## src/rtl/fft_pkg.sv

```systemverilog
// Shared FFT definitions: word geometry, complex word type and radix-4 index helpers.
package fft_pkg;

    localparam int WIDTH      = 26;
    localparam int HALF_WIDTH = WIDTH / 2;
    localparam int N_POINTS   = 16;

    typedef struct packed {
        logic signed [HALF_WIDTH-1:0] re;
        logic signed [HALF_WIDTH-1:0] im;
    } cplx_t;

    // 16-point radix-4 digit reversal: k = 4*k1 + k0 maps to 4*k0 + k1.
    function automatic logic [3:0] digit_rev4(input logic [3:0] k);
        return {k[1:0], k[3:2]};
    endfunction

endpackage

```

## src/rtl/fft_input_buffer_if.sv

```systemverilog
// Sample-in / butterfly-operand-out handshake bundle for fft_input_buffer.
interface fft_input_buffer_if #(
    parameter int WIDTH = fft_pkg::WIDTH
) ();
    localparam int HALF_WIDTH = WIDTH / 2;

    logic signed [HALF_WIDTH-1:0] in_sample;
    logic                         in_valid;
    logic                         in_ready;
    logic [WIDTH-1:0]             a;
    logic [WIDTH-1:0]             b;
    logic [WIDTH-1:0]             c;
    logic [WIDTH-1:0]             d;
    logic                         out_valid;
    logic                         out_ready;
    logic                         out_first;
    logic                         out_last;

    modport master (
        output in_sample, in_valid, out_ready,
        input  in_ready, a, b, c, d, out_valid, out_first, out_last
    );

    modport slave (
        input  in_sample, in_valid, out_ready,
        output in_ready, a, b, c, d, out_valid, out_first, out_last
    );
endinterface

```

## src/rtl/fft_pingpong_ram.sv

```systemverilog
// Two 16-word banks, one synchronous write port, four combinational group read ports.
module fft_pingpong_ram #(
    parameter int WIDTH = fft_pkg::WIDTH
) (
    input  logic             clk,
    input  logic             we,
    input  logic             wr_bank,
    input  logic [3:0]       wr_addr,
    input  logic [WIDTH-1:0] wr_data,
    input  logic             rd_bank,
    input  logic [1:0]       rd_grp,
    output logic [WIDTH-1:0] a,
    output logic [WIDTH-1:0] b,
    output logic [WIDTH-1:0] c,
    output logic [WIDTH-1:0] d
);

    logic [WIDTH-1:0] mem [32];

    always_ff @(posedge clk) begin
        if (we) begin
            mem[{wr_bank, wr_addr}] <= wr_data;
        end
    end

    assign a = mem[{rd_bank, rd_grp, 2'd0}];
    assign b = mem[{rd_bank, rd_grp, 2'd1}];
    assign c = mem[{rd_bank, rd_grp, 2'd2}];
    assign d = mem[{rd_bank, rd_grp, 2'd3}];

endmodule

```

## src/rtl/fft_input_buffer.sv

```systemverilog
// Ping-pong frame buffer: stores real samples digit-reversed, emits 4 operand groups per frame.
module fft_input_buffer #(
    parameter int WIDTH    = fft_pkg::WIDTH,
    parameter int N_POINTS = fft_pkg::N_POINTS
) (
    input  logic                clk,
    input  logic                rst_n,
    fft_input_buffer_if.slave   bus
);
    import fft_pkg::digit_rev4;

    localparam int HALF_WIDTH = WIDTH / 2;
    localparam int CNT_W      = $clog2(N_POINTS);

    logic [1:0]       full;
    logic             wr_bank;
    logic             rd_bank;
    logic [CNT_W-1:0] wr_cnt;
    logic [1:0]       rd_grp;

    logic accept;
    logic out_fire;
    logic frame_done;
    logic bank_release;

    always_comb begin
        bus.in_ready  = !full[wr_bank];
        bus.out_valid = full[rd_bank];
        bus.out_first = full[rd_bank] && (rd_grp == 2'd0);
        bus.out_last  = full[rd_bank] && (rd_grp == 2'd3);
        accept        = bus.in_valid && !full[wr_bank];
        out_fire      = full[rd_bank] && bus.out_ready;
        frame_done    = accept && (wr_cnt == CNT_W'(N_POINTS - 1));
        bank_release  = out_fire && (rd_grp == 2'd3);
    end

    // Set and clear can never target the same bank: set needs it empty, clear needs it full.
    always_ff @(posedge clk or negedge rst_n) begin
        if (!rst_n) begin
            full    <= '0;
            wr_bank <= 1'b0;
            rd_bank <= 1'b0;
            wr_cnt  <= '0;
            rd_grp  <= '0;
        end else begin
            if (accept) begin
                wr_cnt <= wr_cnt + 1'b1;
                if (frame_done) begin
                    wr_bank <= ~wr_bank;
                end
            end
            if (out_fire) begin
                rd_grp <= rd_grp + 2'd1;
                if (bank_release) begin
                    rd_bank <= ~rd_bank;
                end
            end
            for (int unsigned i = 0; i < 2; i++) begin
                if (frame_done && (wr_bank == 1'(i))) begin
                    full[i] <= 1'b1;
                end else if (bank_release && (rd_bank == 1'(i))) begin
                    full[i] <= 1'b0;
                end
            end
        end
    end

    fft_pingpong_ram #(.WIDTH(WIDTH)) u_ram (
        .clk     (clk),
        .we      (accept),
        .wr_bank (wr_bank),
        .wr_addr (digit_rev4(wr_cnt)),
        .wr_data ({bus.in_sample, {HALF_WIDTH{1'b0}}}),
        .rd_bank (rd_bank),
        .rd_grp  (rd_grp),
        .a       (bus.a),
        .b       (bus.b),
        .c       (bus.c),
        .d       (bus.d)
    );

endmodule

```

## src/flat_wrapper.sv

```systemverilog
// flat-port wrapper written by rule: the top's interface ports become plain ports
module fft_input_buffer_flat import fft_pkg::digit_rev4;
#(
    parameter int WIDTH    = fft_pkg::WIDTH,
    parameter int N_POINTS = fft_pkg::N_POINTS
)
  (clk, rst_n, bus_in_sample, bus_in_valid, bus_out_ready, bus_in_ready, bus_a, bus_b, bus_c, bus_d, bus_out_valid, bus_out_first, bus_out_last);
  fft_input_buffer_if #(.WIDTH(WIDTH)) bus_i ();
  input  logic clk;
  input  logic rst_n;
  input wire logic [$bits(bus_i.in_sample)-1:0] bus_in_sample;
  input wire logic [$bits(bus_i.in_valid)-1:0] bus_in_valid;
  input wire logic [$bits(bus_i.out_ready)-1:0] bus_out_ready;
  output wire logic [$bits(bus_i.in_ready)-1:0] bus_in_ready;
  output wire logic [$bits(bus_i.a)-1:0] bus_a;
  output wire logic [$bits(bus_i.b)-1:0] bus_b;
  output wire logic [$bits(bus_i.c)-1:0] bus_c;
  output wire logic [$bits(bus_i.d)-1:0] bus_d;
  output wire logic [$bits(bus_i.out_valid)-1:0] bus_out_valid;
  output wire logic [$bits(bus_i.out_first)-1:0] bus_out_first;
  output wire logic [$bits(bus_i.out_last)-1:0] bus_out_last;
  assign bus_i.in_sample = bus_in_sample;
  assign bus_i.in_valid = bus_in_valid;
  assign bus_i.out_ready = bus_out_ready;
  assign bus_in_ready = bus_i.in_ready;
  assign bus_a = bus_i.a;
  assign bus_b = bus_i.b;
  assign bus_c = bus_i.c;
  assign bus_d = bus_i.d;
  assign bus_out_valid = bus_i.out_valid;
  assign bus_out_first = bus_i.out_first;
  assign bus_out_last = bus_i.out_last;
  fft_input_buffer #(.WIDTH(WIDTH), .N_POINTS(N_POINTS)) u_core (.clk(clk), .rst_n(rst_n), .bus(bus_i));
endmodule
```

## config.mk

```make
export PLATFORM = sky130hd
export DESIGN_NAME = fft_input_buffer_flat
export DESIGN_NICKNAME = d
export VERILOG_FILES = /design/src/rtl/fft_pkg.sv /design/src/rtl/fft_input_buffer_if.sv /design/src/rtl/fft_pingpong_ram.sv /design/src/rtl/fft_input_buffer.sv /design/src/flat_wrapper.sv
export SDC_FILE = /design/constraint.sdc
export NUM_CORES = 1
export LEC_CHECK = 0
export BUFFER_PORTS_ARGS = -buffer_cell sky130_fd_sc_hd__buf_2
export CORE_MARGIN = 5
export CORE_UTILIZATION = 50
export DETAILED_ROUTE_END_ITERATION = 10
export PLACE_DENSITY = 0.69
export SLEW_MARGIN = 20
export SYNTH_ARGS = -nofsm -noshare
export SYNTH_HDL_FRONTEND = slang
export SYNTH_SLANG_ARGS = --single-unit
export TNS_END_PERCENT = 1
```

## constraint.sdc

```tcl
create_clock -name clk -period 2.97 [get_ports clk]
set_input_delay 0.1485 -clock clk [delete_from_list [all_inputs] [get_ports clk]]
set_output_delay 0.1485 -clock clk [all_outputs]
set_load 0.02 [all_outputs]
```

Yosys cells after proc, flatten, opt, wreduce, memory -nomap -nowiden
Memory sizes are Yosys's and may differ from the RTL's.
Index checks and enable logic that the tools add are counted.
{ "totals": {"ff_bits": 10, "ramBits": 416, "mem_count": 1, "wordCells": 41} }
{ "op_classes": {"bitwise_logic": 2, "order_cmp": 2, "mux": 10, "n_addsub": 2, "n_eq_ne": 2, "reduce_logical": 16} }
{ "memory_table": {"columns": ["name", "depth", "width", "read_ports", "rd_clocked_by_memory_dff", "wr", "line", "text"], "rows": [
  ["u_core.u_ram.mem", 32, 13, 4, 0, 1, "fft_pingpong_ram.sv:18", "logic [WIDTH-1:0] mem [32];"]
]} }
{ "op_table": {"columns": ["cell", "n"], "rows": [
  ["logical AND 1 bit", 10],
  ["two-way mux 1 bit", 10],
  ["adder 4 x 1 -> 4 bit (second input constant)", 1],
  ["== test 4 bit (second input constant)", 1],
  ["less-than comparator 1 x 2 -> 1 bit (second input constant)", 2],
  ["AND reduction 2 bit", 2],
  ["nonzero test 2 bit", 2],
  ["adder 2 x 1 -> 2 bit (second input constant)", 1],
  ["== test 2 bit (second input constant)", 1],
  ["zero test 2 bit", 1],
  ["inverter 1 bit", 2],
  ["zero test 1 bit", 1]
]} }

Longest topological paths before layout
{ "logic_depth": {"depth_word": 7, "depth_mapped": 6} }

Modules after synthesis
Synthesis repeated with hierarchy kept, for this count alone.
{ "hier_totals": {"hier_cells": 1292, "hier_area_um2": 32328.5} }
{ "modules_own_cells": {"columns": ["mod", "cells_each", "area_each_um2", "instances"], "rows": [
  ["fft_pingpong_ram", 1247, 31831.8, 1],
  ["fft_input_buffer", 45, 496.7, 1]
]} }

Worst setup path before layout
OpenSTA, ideal clock, no wires.
{ "synth_timing": {"kind": "register to register", "start": "register u_core.wr_bank", "end": "memory u_core.u_ram.mem[13][0] in the netlist's numbering (enable)", "arrival_ps": 1850, "period_less_slack_ps": 2232, "setup_time_ps": 382, "path_stages_with_launch": 5, "path_slack_ps": 738, "path_buffers": 1, "path_cell_list": "dfrtp_1 -> buf_2 -> mux2i_4 -> nand4b_1 -> nor2_1"} }
{ "synth_between": {"elab_chain_cells": 6} }
{ "synth_lines": {"columns": ["item", "line", "text"], "rows": [
  ["start: declaration", "fft_input_buffer.sv:16", "logic wr_bank;"],
  ["start signal: assignment", "fft_input_buffer.sv:49", "wr_bank <= ~wr_bank;"],
  ["two-way mux 1 bit (2 in series)", null, null],
  ["zero test 1 bit", null, null],
  ["net bus_in_ready", "flat_wrapper.sv:14", "output wire logic [$bits(bus_i.in_ready)-1:0] bus_in_ready;"],
  ["logical AND 1 bit", "fft_input_buffer.sv:31", "accept = bus.in_valid && !full[wr_bank];"],
  ["two-way mux 1 bit", "fft_pingpong_ram.sv:21", "if (we) begin"],
  ["two-way mux 1 bit (not written as such)", "fft_pingpong_ram.sv:22", "mem[{wr_bank, wr_addr}] <= wr_data;"],
  ["end: declaration", "fft_pingpong_ram.sv:18", null]
]} }
The timed path passes the listed nets, and every way through them passes these cells. The select of a mux whose other input is x is not followed.

Worst setup path after layout
{ "layout_timing": {"start": "register u_core.rd_grp[0]", "end": "output bus_d[24]"} }
{ "layout_between": {"elab_chain_cells": 1} }
{ "layout_lines": {"columns": ["item", "line", "text"], "rows": [
  ["start: declaration", "fft_input_buffer.sv:19", "logic [1:0] rd_grp;"],
  ["start signal: assignment", "fft_input_buffer.sv:53", "rd_grp <= rd_grp + 2'd1;"],
  ["memory (32 x 13 bit)", null, null],
  ["end: declaration", "flat_wrapper.sv:18", "output wire logic [$bits(bus_i.d)-1:0] bus_d;"]
]} }
Every way passes these cells.

==> summary.md <==
| Metric | Value |
|---|---|
| Antenna Nets Post-Route | `0` |
| GRT Total Usage | `18.1%` |
| I/O pins | `around 130` |
| Die ar. | `between 30000 and 40000 um2` |
| VDD IR max | `0.758 mV` |
| Clk buf depth | `3` |
| # Post-CTS Setup Buffers | `0` |
| Final Core Density | `between 50% and 60%` |
| Slowest-stage cell, CP | `dfrtp_4` |
| Core ar. | `approximately 33000 um2` |
| CTS sink cnt | `426` |
| Status | `completed` |
| RSZ-0062 raised after global routing | `no` |
| Max Transition Viols Final | `0` |
| Metal2 WL | `approximately 17000 um` |
| CP endpoint kind | `output port` |
| WL met1 | `approximately 14000 um` |
| CP Class | `reg2out` |
| Iter 0 DRT Violations | `between 400 and 500` |
| Fin. Hold Viols | `0` |
| HPWL after DPL | `18500 um` |
| Ys flop type | `edfxtp_1` |
| Highest metal used | `met4` |
| CTS Buf Count | `42` |
| Global-route wire length before repair | `49900 um` |
| Netlist cell types | `27` |
| Part of the Yosys area used for sequential elements | `76.1%` |
| # hold bufs at CTS | `3` |
| Most common cell on crit path | `nand2_1` |
| Drt wl/cell | `about 23 um` |
| Layout Nets | `approximately 1000` |
| Drt total wl | `approximately 33000 um` |
| RePlAce Congestion | `between 0.7 and 0.8` |
| CP Launch Type | `flip-flop` |
| Final min period | `2.75 ns` |
| Worst hold path class | `in2async` |
| LEAKAGE | `roughly 6.5 nW` |
| Mean Syn Cell Area | `just under 20 um2` |
| Crit-path cells | `buf_4 -> mux4_2 -> nand2_1 -> nand2_1 -> buf_2` |
| Worst-skew pair later-pin latency | `0.53 ns` |
| Total gr overflow | `0` |
| Die height | `193 um` |
| P&R area growth vs syn | `13.4%` |
| Buffers & Inverters on Critical Path | `2` |
| CP max stage delay | `approximately 0.75 ns` |
| ANT cells | `0` |
| Pwr dens | `around 930 nW/um2` |
| Drt pass-1 iters | `4` |
| Layout Skew | `approximately 0.016 ns` |
| Initial Utilization | `around half` |
| CTS HTree Levels | `2` |
| Via Count | `7910` |
| Yosys reg bits | `between 400 and 500` |
| Most frequent cell after synthesis | `edfxtp_1` |
| Clk root buf | `clkbuf_16` |
| Leading area contributor after synthesis | `edfxtp_1` |
| Area fraction of the dominant cell type after synthesis | `approximately three quarters` |
| Setup TNS | `0 ns` |
| MaxCap Viol Count | `0` |
| Synth top area cells | `edfxtp_1 75%, mux4_2 14%, nand2_1 3.6%` |
| Port Buffers | `72` |
| FP Rows | `67` |
| Cts repair resizes | `0` |
| Met3 WL | `2070 um` |
| Mapped Cells | `around 860` |
| Crit path required time | `around 2.8 ns` |
| Worst Path Arrival | `approximately 2.6 ns` |
| Max Fclk | `between 300 and 400 MHz` |
| Setup violations, final | `0` |
| Layout cell share with drive strength beyond 1 | `27.9%` |
| Placed insts | `between 1000 and 1500` |
| Synthesized area | `16700 um2` |
| CP top delay family | `flip-flops` |
| Commonest cells post-synth | `416 x edfxtp_1, 161 x nand2_1, 104 x mux4_2` |
| Slew @ Worst Pin | `just under 0.8 ns` |
| Crit share post-route | `slightly above 90%` |
| Clock transition at the registers of the reported paths | `0.06 ns` |
| DRC viols | `0` |
| Via-to-Cell Ratio | `between 5 and 6` |
| Initial antenna violation count | `0` |
| Synth Warn # | `0` |
| Top fanout value on the critical path | `26` |
| EDFF count, synth | `roughly 420` |
| Pin count of the biggest net entering global routing | `58` |
| Slew headroom | `48.7%` |
| Post-route insts no fill | `1458` |
| Die Wd | `roughly 190 um` |
| CTS tree | `built` |
| Vias in the first global route | `about 8200` |
| Async set or reset register ratio after synthesis | `roughly 2.3%` |
## where the power goes
| part | total, mW | internal (mW) | switching (mW) | leakage (nW) |
|---|---|---|---|---|
| registers | 7.23 | 6.97 | 0.265 | 3.86 |
| clock network | 5.15 | 3.12 | 2.03 | 0.668 |
| logic | 5.35 | 2.18 | 3.16 | 1.96 |
## final cells by class
class	instances	area, um2
multi-input cells	387	3550
well taps	448	561
clock inverters	14	136
fillers	2496	14300
clock buffers	62	1230
repair buffers	117	743
flip-flops and latches	426	12800
inverters	4	15.0
## registers in the layout, summed over array words and instances, names as in the netlist
signal / flops
u_core.full: 2
u_core.rd_bank: 1
u_core.rd_grp: 2
u_core.u_ram.mem: 416
u_core.wr_bank: 1
u_core.wr_cnt: 4
## placed cells by master (no fill, tap or decap), types with 4 or more instances in the layout
master,Yosys,layout
nand2_1,161,161
clkbuf_1,18,13
nand3b_1,4,4
clkinv_2,0,4
buf_4,58,39
xnor2_1,4,4
nor2_1,36,36
buf_2,7,72
edfxtp_1,416,416
conb_1,1,52
nand3_1,7,7
clkbuf_16,0,45
clkbuf_8,0,4
clkinv_1,0,7
dfrtp_1,10,7
mux4_2,104,104
## through the flow
step	hold slack [ns]	total power, mW	instance area (um2)	setup WS, ns
after floorplan	-0.147	11.3	16900	0.738
after global placement	0.0315	12.8	17600	0.692
after detailed placement	0.0343	12.8	17600	0.696
after CTS	0.0135	18.0	19000	0.132
after global routing	0.0484	18.6	19000	0.0222
final	0.0298	17.7	19000	0.222
## logic make-up after synthesis
logic type	Yosys count	synth area share (%)
adders and majority gates	3	0.224
AOI/OAI and AO/OA	5	0.209
and+or+nand+nor	215	5.10
xor gates and xnor gates	4	0.209
other	1	0.0224
muxes	108	14.3
buffers and inverters	96	3.83
DFF	426	76.1
## worst paths after layout
kind	from	end	slack, ns	cells after the start
worst max-delay path	u_core.rd_grp[0]	bus_d[24]	0.22	5
worst min-delay path	rst_n	u_core.wr_cnt[1]	0.03	2
worst max register to register	u_core.wr_bank	u_core.u_ram.mem[19][9]	0.80	4
worst min register to register	u_core.wr_cnt[3]	u_core.wr_cnt[3]	0.58	1
max in group asynchronous	rst_n	u_core.rd_bank	2.71	2
min in group clk	bus_in_sample[3]	u_core.u_ram.mem[26][3]	0.17	1
## per-layer routing
layer | vias to the layer above | global-route usage, %
met4 | 0 | 4.36
met3 | 46 | 2.61
met2 | 286 | 31.3
met1 | 4094 | 24.9
li1 | 3484 | -
met5 | - | 0
Note: power is estimated with default switching activity, not from simulation.
